**src/rtl/oup_ulpi_regaccess.sv**
```systemverilog
// ---------------------------------------------------------------------------
// oup_ulpi_regaccess
//
// Link-side ULPI register access engine. Takes one register read or write
// request at a time from the link core, runs the ULPI register protocol
// (TX CMD, optional extended-address byte, write data + STP, or bus
// turnaround + read data capture) and reports completion or abort.
//
// Ports
//   clk_i, rst_ni        ULPI 60 MHz clock, asynchronous active-low reset
//   req_i                request strobe, only looked at while idle
//   we_i                 1 = register write, 0 = register read
//   addr_i, wdata_i      register address and write data
//   busy_o               request in progress
//   ack_o, err_o         one-cycle completion pulse, err_o=1 on abort
//   rdata_o              last successfully read register value
//   ulpi_data_i/_o       ULPI data bus (PHY -> link / link -> PHY)
//   ulpi_dir_i           PHY owns the bus when high
//   ulpi_stp_o           link stop
//   ulpi_nxt_i           PHY throttle / accept
// ---------------------------------------------------------------------------
module oup_ulpi_regaccess #(
    parameter int TIMEOUT_CYCLES = 64,
    parameter int CNT_W          = $clog2(TIMEOUT_CYCLES + 1)
) (
    input  logic       clk_i,
    input  logic       rst_ni,
    input  logic       req_i,
    input  logic       we_i,
    input  logic [7:0] addr_i,
    input  logic [7:0] wdata_i,
    output logic       busy_o,
    output logic       ack_o,
    output logic       err_o,
    output logic [7:0] rdata_o,
    input  logic [7:0] ulpi_data_i,
    output logic [7:0] ulpi_data_o,
    input  logic       ulpi_dir_i,
    output logic       ulpi_stp_o,
    input  logic       ulpi_nxt_i
);

    typedef enum logic [3:0] {
        S_IDLE,
        S_CMD,
        S_EXTADDR,
        S_WDATA,
        S_STP,
        S_RTURN,
        S_RDATA,
        S_RWAIT,
        S_ABORT
    } state_e;

    localparam logic [CNT_W-1:0] CNT_LAST = CNT_W'(TIMEOUT_CYCLES - 1);
    localparam logic [CNT_W-1:0] CNT_MAX  = {CNT_W{1'b1}};

    // Addresses that do not fit the 6-bit immediate field, plus the escape
    // code 6'h2F itself, go through the extended-address byte.
    function automatic logic needs_ext(input logic [7:0] a);
        return (a > 8'h3F) || (a == 8'h2F);
    endfunction

    state_e           state_q, state_d;
    logic [CNT_W-1:0] cnt_q, cnt_d;
    logic             we_q, we_d;
    logic [7:0]       addr_q, addr_d;
    logic [7:0]       wdata_q, wdata_d;
    logic             busy_q, busy_d;
    logic             ack_q, ack_d;
    logic             err_q, err_d;
    logic             stp_q, stp_d;
    logic [7:0]       rdata_q, rdata_d;
    logic [7:0]       data_q, data_d;

    logic             waiting;
    logic             timeout;
    logic             done_ok;
    logic             done_err;

    always_comb begin
        // NOTE: every signal written here gets a default first, otherwise a
        // path that skips the assignment would infer a latch.
        state_d  = state_q;
        we_d     = we_q;
        addr_d   = addr_q;
        wdata_d  = wdata_q;
        rdata_d  = rdata_q;
        done_ok  = 1'b0;
        done_err = 1'b0;

        waiting = (state_q == S_CMD)   || (state_q == S_EXTADDR) ||
                  (state_q == S_WDATA) || (state_q == S_RTURN)   ||
                  (state_q == S_RWAIT);
        timeout = waiting && (cnt_q >= CNT_LAST);

        case (state_q)
            S_IDLE: begin
                // Blocked during the ack cycle: the requester holds req_i
                // until it sees ack_o, so that cycle must not start a repeat.
                if (req_i && !ulpi_dir_i && !ack_q) begin
                    we_d    = we_i;
                    addr_d  = addr_i;
                    wdata_d = wdata_i;
                    state_d = S_CMD;
                end
            end
            S_CMD: begin
                // dir has priority over nxt: the PHY took the bus back.
                if (ulpi_dir_i)      state_d = S_ABORT;
                else if (ulpi_nxt_i) state_d = needs_ext(addr_q) ? S_EXTADDR
                                             : (we_q ? S_WDATA : S_RTURN);
                else if (timeout)    state_d = S_ABORT;
            end
            S_EXTADDR: begin
                if (ulpi_dir_i)      state_d = S_ABORT;
                else if (ulpi_nxt_i) state_d = we_q ? S_WDATA : S_RTURN;
                else if (timeout)    state_d = S_ABORT;
            end
            S_WDATA: begin
                if (ulpi_dir_i)      state_d = S_ABORT;
                else if (ulpi_nxt_i) state_d = S_STP;
                else if (timeout)    state_d = S_ABORT;
            end
            S_STP: begin
                state_d = S_IDLE;
                done_ok = 1'b1;
            end
            S_RTURN: begin
                // The cycle dir rises is turnaround; data is taken next cycle.
                if (ulpi_dir_i)      state_d = S_RDATA;
                else if (timeout)    state_d = S_ABORT;
            end
            S_RDATA: begin
                // nxt here means the PHY preempted the read with USB receive
                // data; leave rdata untouched.
                if (ulpi_nxt_i) begin
                    state_d = S_ABORT;
                end else begin
                    rdata_d = ulpi_data_i;
                    state_d = S_RWAIT;
                end
            end
            S_RWAIT: begin
                if (!ulpi_dir_i) begin
                    state_d = S_IDLE;
                    done_ok = 1'b1;
                end else if (timeout) begin
                    state_d = S_ABORT;
                end
            end
            S_ABORT: begin
                if (!ulpi_dir_i) begin
                    state_d  = S_IDLE;
                    done_err = 1'b1;
                end
            end
            default: state_d = S_IDLE;
        endcase

        if (state_d != state_q)              cnt_d = '0;
        else if (waiting && cnt_q != CNT_MAX) cnt_d = cnt_q + CNT_W'(1);
        else                                  cnt_d = cnt_q;

        // Outputs are registered, so they are derived from the next state.
        busy_d = (state_d != S_IDLE);
        ack_d  = done_ok || done_err;
        err_d  = done_err;
        stp_d  = (state_d == S_STP);
        case (state_d)
            S_CMD:     data_d = {1'b1, ~we_d, needs_ext(addr_d) ? 6'h2F : addr_d[5:0]};
            S_EXTADDR: data_d = addr_d;
            S_WDATA:   data_d = wdata_d;
            default:   data_d = 8'h00;
        endcase
    end

    always_ff @(posedge clk_i or negedge rst_ni) begin
        if (!rst_ni) begin
            state_q <= S_IDLE;
            cnt_q   <= '0;
            we_q    <= 1'b0;
            addr_q  <= 8'h00;
            wdata_q <= 8'h00;
            busy_q  <= 1'b0;
            ack_q   <= 1'b0;
            err_q   <= 1'b0;
            stp_q   <= 1'b0;
            rdata_q <= 8'h00;
            data_q  <= 8'h00;
        end else begin
            // NOTE: state flops use non-blocking assignment so every flop
            // samples the values from before this edge.
            state_q <= state_d;
            cnt_q   <= cnt_d;
            we_q    <= we_d;
            addr_q  <= addr_d;
            wdata_q <= wdata_d;
            busy_q  <= busy_d;
            ack_q   <= ack_d;
            err_q   <= err_d;
            stp_q   <= stp_d;
            rdata_q <= rdata_d;
            data_q  <= data_d;
        end
    end

    assign busy_o     = busy_q;
    assign ack_o      = ack_q;
    assign err_o      = err_q;
    assign rdata_o    = rdata_q;
    assign ulpi_stp_o = stp_q;
    // The PHY owns the bus whenever dir is high, so the link must go quiet
    // in that same cycle rather than one register stage later.
    assign ulpi_data_o = ulpi_dir_i ? 8'h00 : data_q;

endmodule

```
**config.mk**
```make
export PLATFORM = sky130hd
export DESIGN_NAME = oup_ulpi_regaccess
export DESIGN_NICKNAME = d
export VERILOG_FILES = /design/src/rtl/oup_ulpi_regaccess.sv
export SDC_FILE = /design/constraint.sdc
export NUM_CORES = 1
export LEC_CHECK = 0
export ABC_AREA = 1
export CELL_PAD_IN_SITES_DETAIL_PLACEMENT = 1
export CELL_PAD_IN_SITES_GLOBAL_PLACEMENT = 1
export CORE_AREA = 2 2 87 89
export DETAILED_ROUTE_END_ITERATION = 8
export DIE_AREA = 0 0 89 91
export PLACE_DENSITY = 0.8
export SLEW_MARGIN = 5
export SYNTH_ARGS = -nofsm -noshare
export SYNTH_HDL_FRONTEND = slang
export SYNTH_SLANG_ARGS = --single-unit
export TNS_END_PERCENT = 5
```
**constraint.sdc**
```tcl
create_clock -name clk_i -period 2.1 [get_ports clk_i]
set_input_delay 0.42 -clock clk_i [delete_from_list [all_inputs] [get_ports clk_i]]
set_output_delay 0.42 -clock clk_i [all_outputs]
set_load 0.01 [all_outputs]
```
### After elaboration in Yosys (flattened, before gate mapping)

Cells that the tools add are included.

* register bits after elaboration: 48
* bits of input ports: 30
* output and inout bits: 20
* logic and storage cells: 79

* $add $sub $neg: 1
* magnitude comparators: 3
* equal/unequal tests: 16
* multiplexer cells: 29
* bitwise gates (word level): 2
* reductions and logical operators: 17

Operators by type and width (count)
* two-way mux 4 bit: 13
* two-way mux 8 bit: 5
* one-hot mux 4 bit (8 select lines): 1
* one-hot mux 8 bit (3 select lines): 1
* equality test 4 x 3 -> 1 bit (second input constant): 5
* equality test 4 x 2 -> 1 bit (second input constant): 4
* equality test 8 x 6 -> 1 bit (second input constant): 2
* greater-than comparator 8 x 6 -> 1 bit (second input constant): 2
* two-way mux 7 bit: 2
* equality test 4 x 1 -> 1 bit (second input constant): 2
* adder 7 x 1 -> 7 bit (second input constant): 1
* >= comparator 7 x 6 -> 1 bit (second input constant): 1
* logical OR 1 bit: 7
* != test 7 bit (second input constant): 1
* two-way mux 6 bit: 1
* equality test 4 bit (second input constant): 1
* logical AND 1 bit: 4
* logical NOT 4 bit: 1
* two-way mux 1 bit: 4
* != test 4 bit: 1
* nonzero test 4 bit: 1
* two-way mux 3 bit: 1
* logical NOT 1 bit: 2
* inverter 1 bit: 2
* 3 further kinds: 3

### Longest topological paths before layout

* depth after elaboration: 12
* mapped depth: 15
* depth with buffers taken out: 15

### Worst setup path after synthesis

No wires, ideal clock.

* path kind: register to register
* start: register state_q[0]
* end: register data_q[2]
* data arrival time: 1.688 ns
* setup slack: 0.288 ns
* cell stages (with the launch flop): 13
* path buffers: 2
* path through: dfrtp_1 -> buf_6 -> inv_2 -> nand2_4 -> nor2_4 -> nand4_4 -> buf_2 -> o21ai_0 -> nor2_1 -> nand3_1 -> nand3_1 -> nand3_1 -> nand3_1

* word-level cells in the longest chain between the ends: 12
* elaborated cells on any way between the ends: 35
* those cells by class: order compare: 1; eq/ne: 11; mux: 16; reduce/logical: 7

Ends and longest elaborated chain
* start, declared: line 64 `state_e state_q, state_d;`
* start signal, assigned: line 194 `state_q <= state_d;`
* equality test 4 x 1 -> 1 bit or equality test 4 x 2 -> 1 bit (tied branches): line 92, 97
* logical OR 1 bit (2 in a row): line 92 `waiting = (state_q == S_CMD) || (state_q == S_EXTADDR) ||`
* logical OR 1 bit (2 in a row): line 93 `(state_q == S_WDATA) || (state_q == S_RTURN) ||`
* logical AND 1 bit: line 95 `timeout = waiting && (cnt_q >= CNT_LAST);`
* two-way mux 4 bit
* two-way mux 4 bit (on tied branches): line 122, 111, 117
* two-way mux 4 bit (on tied branches): line 121, 110, 116
* one-hot mux 4 bit (8 select lines): line 97 `case (state_q)`
* equality test 4 x 2 -> 1 bit or equality test 4 x 1 -> 1 bit (tied branches): line 170 `case (state_d)`
* one-hot mux 8 bit (3 select lines) *: line 170
* net data_d[2]: line 74 `logic [7:0] data_q, data_d;`
* end signal, assigned: line 204 `data_q <= data_d;`
* end, declared: line 74

Mark *: on every way through the listed nets, which the timed path passes. The rest lies on a longest branch.
A chain may end at the register's enable or synchronous reset.

### Worst setup path after layout

* start: register cnt_q[0]
* end: register data_q[5]

* word-level cells in the longest chain between the ends: 8
* elaborated cells on any way between the ends: 16
* those cells by class: order compare: 1; eq/ne: 3; mux: 11; reduce/logical: 1

Ends and longest elaborated chain
* start, declared: line 65 `logic [CNT_W-1:0] cnt_q, cnt_d;`
* start signal, assigned: line 195 `cnt_q <= cnt_d;`
* >= comparator 7 x 6 -> 1 bit *: line 95
* logical AND 1 bit *: line 95
* two-way mux 4 bit *
* two-way mux 4 bit (on tied branches): line 122, 111, 117
* two-way mux 4 bit (on tied branches): line 121, 110, 116
* one-hot mux 4 bit (8 select lines) *: line 97
* net state_d[2]: line 64
* equality test 4 x 2 -> 1 bit or equality test 4 x 1 -> 1 bit (tied branches): line 170
* one-hot mux 8 bit (3 select lines) *: line 170
* net data_d[5]: line 74

Marked as above.

==> metrics.yaml <==
yosysTopAreaCell: "dfrtp_1"
async_flop_share: 1.00
finalPower_mw: 4.56
synthToLayoutAreaGrowth_pct: 46.9
synth_common_cells: "nand2_1 (83), nand3_1 (52), dfrtp_1 (48)"
fin_nets: 449
clock_path_buffers: 2
violations: "setup timing"
die_h_um: 91
finalHoldViolCount: 0
report.final.slew_viol_count: 0
relSlewSlack: 0.606
status: "finished, violations left"
ys.flop_type: "dfrtp_1"
io_buffers: 49
yosys-top-cells-area: "dfrtp_1 (45%), nand2_1 (12%), nand3_1 (9.8%)"
synth_top_area_share: 0.451
root_buffer: "clkbuf_8"
drive_above_1_share: 0.322
wl_um: 8700
clk_latency_ns: 0.31
ys_seq_elements: 48
synth_cells: 325
ctsHoldBuffers: 0
drt_pass1_iterations: 4
whs_ns: 0.105
arrival_ns: 2.39
numClockSinks: 48
gr-total-overflow: 0
multi_input_area_um2: 1400
synth_area_um2: 2660
grt_setup_unrepaired: "yes"
p_comb_frac: 0.544
wire_per_inst_um: 16.8
start_util: 0.373
yosysWarningCount: 0
core_area_um2: 7140
avgSynthCellArea_um2: 8.20
syn_nets: 356
max_slew.worst_pin.slew_ns: 0.591
dieArea_um2: 8100
power.leakage_nw: 1.98
r2r_slack_ns: -0.04
power_density_nw_per_um2: 1170
worstReg2RegEnd: "data_q[5]"
grt_start_max_net_pins: 26
fill_cells: 855
ant_nets: 0
grt_pass1_vias: 2542
startpoint_type: "flip-flop"
clock.fmax_mhz: 467
vias: 2566
peakVddDrop_mv: 0.611
dp_hpwl_um: 5570
reg2reg_depth: 14
fin_skew_ns: 0.0108
maxCapViolCount: 0
fin_tns_setup_ns: -0.235
r2r_start: "cnt_q[0]"
synth-edff-count: 0
regArea_um2: 1200
numCtsBuffers: 5
htree_levels: 2
antenna_found_initial: 1
place_ws_ns: -0.218
via_per_inst: 4.95
ys_seq_area_frac: 0.451
p_clk_frac: 0.165
power.internal_mw: 2.63
dieWidth_um: 89
min_path_type: "input pin to async pin"
placementRows: 31
crit_fanout: 6
finalSetupViolations: 8
p_switching_mw: 1.93
cts_tree: "yes"
io_pins: 50
grt_pass1_wl_um: 12200
cp-end-kind: "flip-flop"
antenna_cells: 0
period_share: 1.02
cts.clk_slew.worst_paths_ns: 0.10
ys_types: 32
gp_congestion: 0.898
power_frac_seq: 0.290
grt.total_usage: 0.193
worst_slack_ns: -0.0407
drt_iter0_markers: 153
worst-endpoint-required_ns: 2.35
crit_type: "flip-flop to flip-flop"
layout_min_cycle_time_ns: 2.14
swShare: 0.423
drcViolationCount: 0
synth.most_common_cell: "nand2_1"
-- worst max-delay path, cell delays in order, from the launching register on --
cell       delay (ns)
dfrtp_1          0.44
buf_4            0.14
nand2_2          0.06
nor2_4           0.12
nand2_2          0.09
nand3_4          0.10
nand2_4          0.09
nand2_4          0.09
a21oi_2          0.06
nor2_2           0.13
nand2_2          0.10
nor2_4           0.25
clkbuf_16        0.21
nand3_2          0.08
nand3_2          0.09
-- state kept, by name, summed over array words and instances, names as in the netlist --
name        flops
ack_o           1
addr_q          8
busy_o          1
cnt_q           7
data_q          8
err_o           1
rdata_o         8
state_q         4
ulpi_stp_o      1
wdata_q         8
we_q            1
-- area by class of cell --
type                       instances  area share
inverter                          41      0.0409
tap                               99      0.0317
multi-input combinational        227       0.357
clock inverter                     1     0.00768
timing repair buffer              95       0.231
sequential                        48       0.308
clock buffer                       7      0.0246
-- kinds of logic (layout without fill, tap and decap cells) --
| kind of cell | count (synthesis) | after routing | share of synthesized area |
|---|---|---|---|
| fa+ha+maj | 1 | 1 | 0.00470 |
| flops | 48 | 48 | 0.451 |
| compound gates | 18 | 18 | 0.0404 |
| mux | 8 | 8 | 0.0338 |
| simple gates | 195 | 195 | 0.371 |
| xor+xnor | 5 | 5 | 0.0164 |
| buf+inv | 50 | 144 | 0.0827 |
-- worst max-delay path by stage --
stage,from,end,slack (ns),cells after the start
after detailed placement,ulpi_dir_i,data_q[2],-0.22,10
after floorplan,state_q[0],data_q[2],0.29,12
after CTS,cnt_q[0],data_q[2],0.01,14
after global routing,cnt_q[0],data_q[5],-0.16,14
final,cnt_q[0],data_q[5],-0.04,14
after global placement,ulpi_dir_i,cnt_q[5],-0.16,11
-- per-stage QoR --
stage                     instances   util  cell area [um2]
after global placement          498  0.490             3500
after global routing            518  0.548             3910
after CTS                       506  0.507             3620
after detailed placement        498  0.490             3500
final                           518  0.548             3910
after floorplan                 325      -             2660
-- cell usage in the layout (no fill, tap or decap), types with 2 or more instances in the layout --
master / Yosys / routed
xor2_1: 5 / 5
clkdlybuf4s50_1: 0 / 39
nand3_4: 1 / 2
dfrtp_2: 0 / 2
a21oi_2: 0 / 2
inv_1: 35 / 33
nand2_2: 3 / 7
nor2_2: 11 / 12
dlygate4sd2_1: 0 / 8
nand3_1: 52 / 35
buf_4: 2 / 39
nand3b_1: 3 / 3
buf_12: 0 / 3
nor2_4: 4 / 7
a21oi_1: 7 / 5
nor2_1: 24 / 20
buf_6: 3 / 2
clkbuf_8: 0 / 7
nand2_4: 7 / 9
o21ai_0: 5 / 5
nand2_1: 83 / 77
mux2_2: 8 / 8
dfrtp_1: 48 / 46
nand3_2: 1 / 17
inv_2: 6 / 6
clkbuf_16: 0 / 2
o21ai_1: 3 / 3
-- power groups by stage --
stage / Clock [mW] / Combinational (mW) / Sequential (mW)
after floorplan: 0 / 1.28 / 1.30
after global placement: 0 / 2.04 / 1.31
after detailed placement: 0 / 2.11 / 1.32
after CTS: 0.767 / 2.12 / 1.31
after global routing: 0.793 / 2.70 / 1.35
final: 0.754 / 2.48 / 1.32
-- what timing repair did --
item | in CTS | in global routing
cloned | 0 | 3
setup buffers | 0 | 9
setup endpoints to repair | 8 | 16
pin swaps | 0 | 18
resized for setup | 8 | 43
hold endpoints to repair | 0 | 0
-- metal layers --
metal / GRT usage / routed length (um) / vias up
li1: - / - / 1215
met1: 0.268 / 3800 / 1266
met2: 0.301 / 4410 / 75
met3: 0.0455 / 386 / 8
met4: 0.0498 / 81 / 2
met5: 0 / 12 / -
No activity file was read; power rests on OpenSTA's default activity.
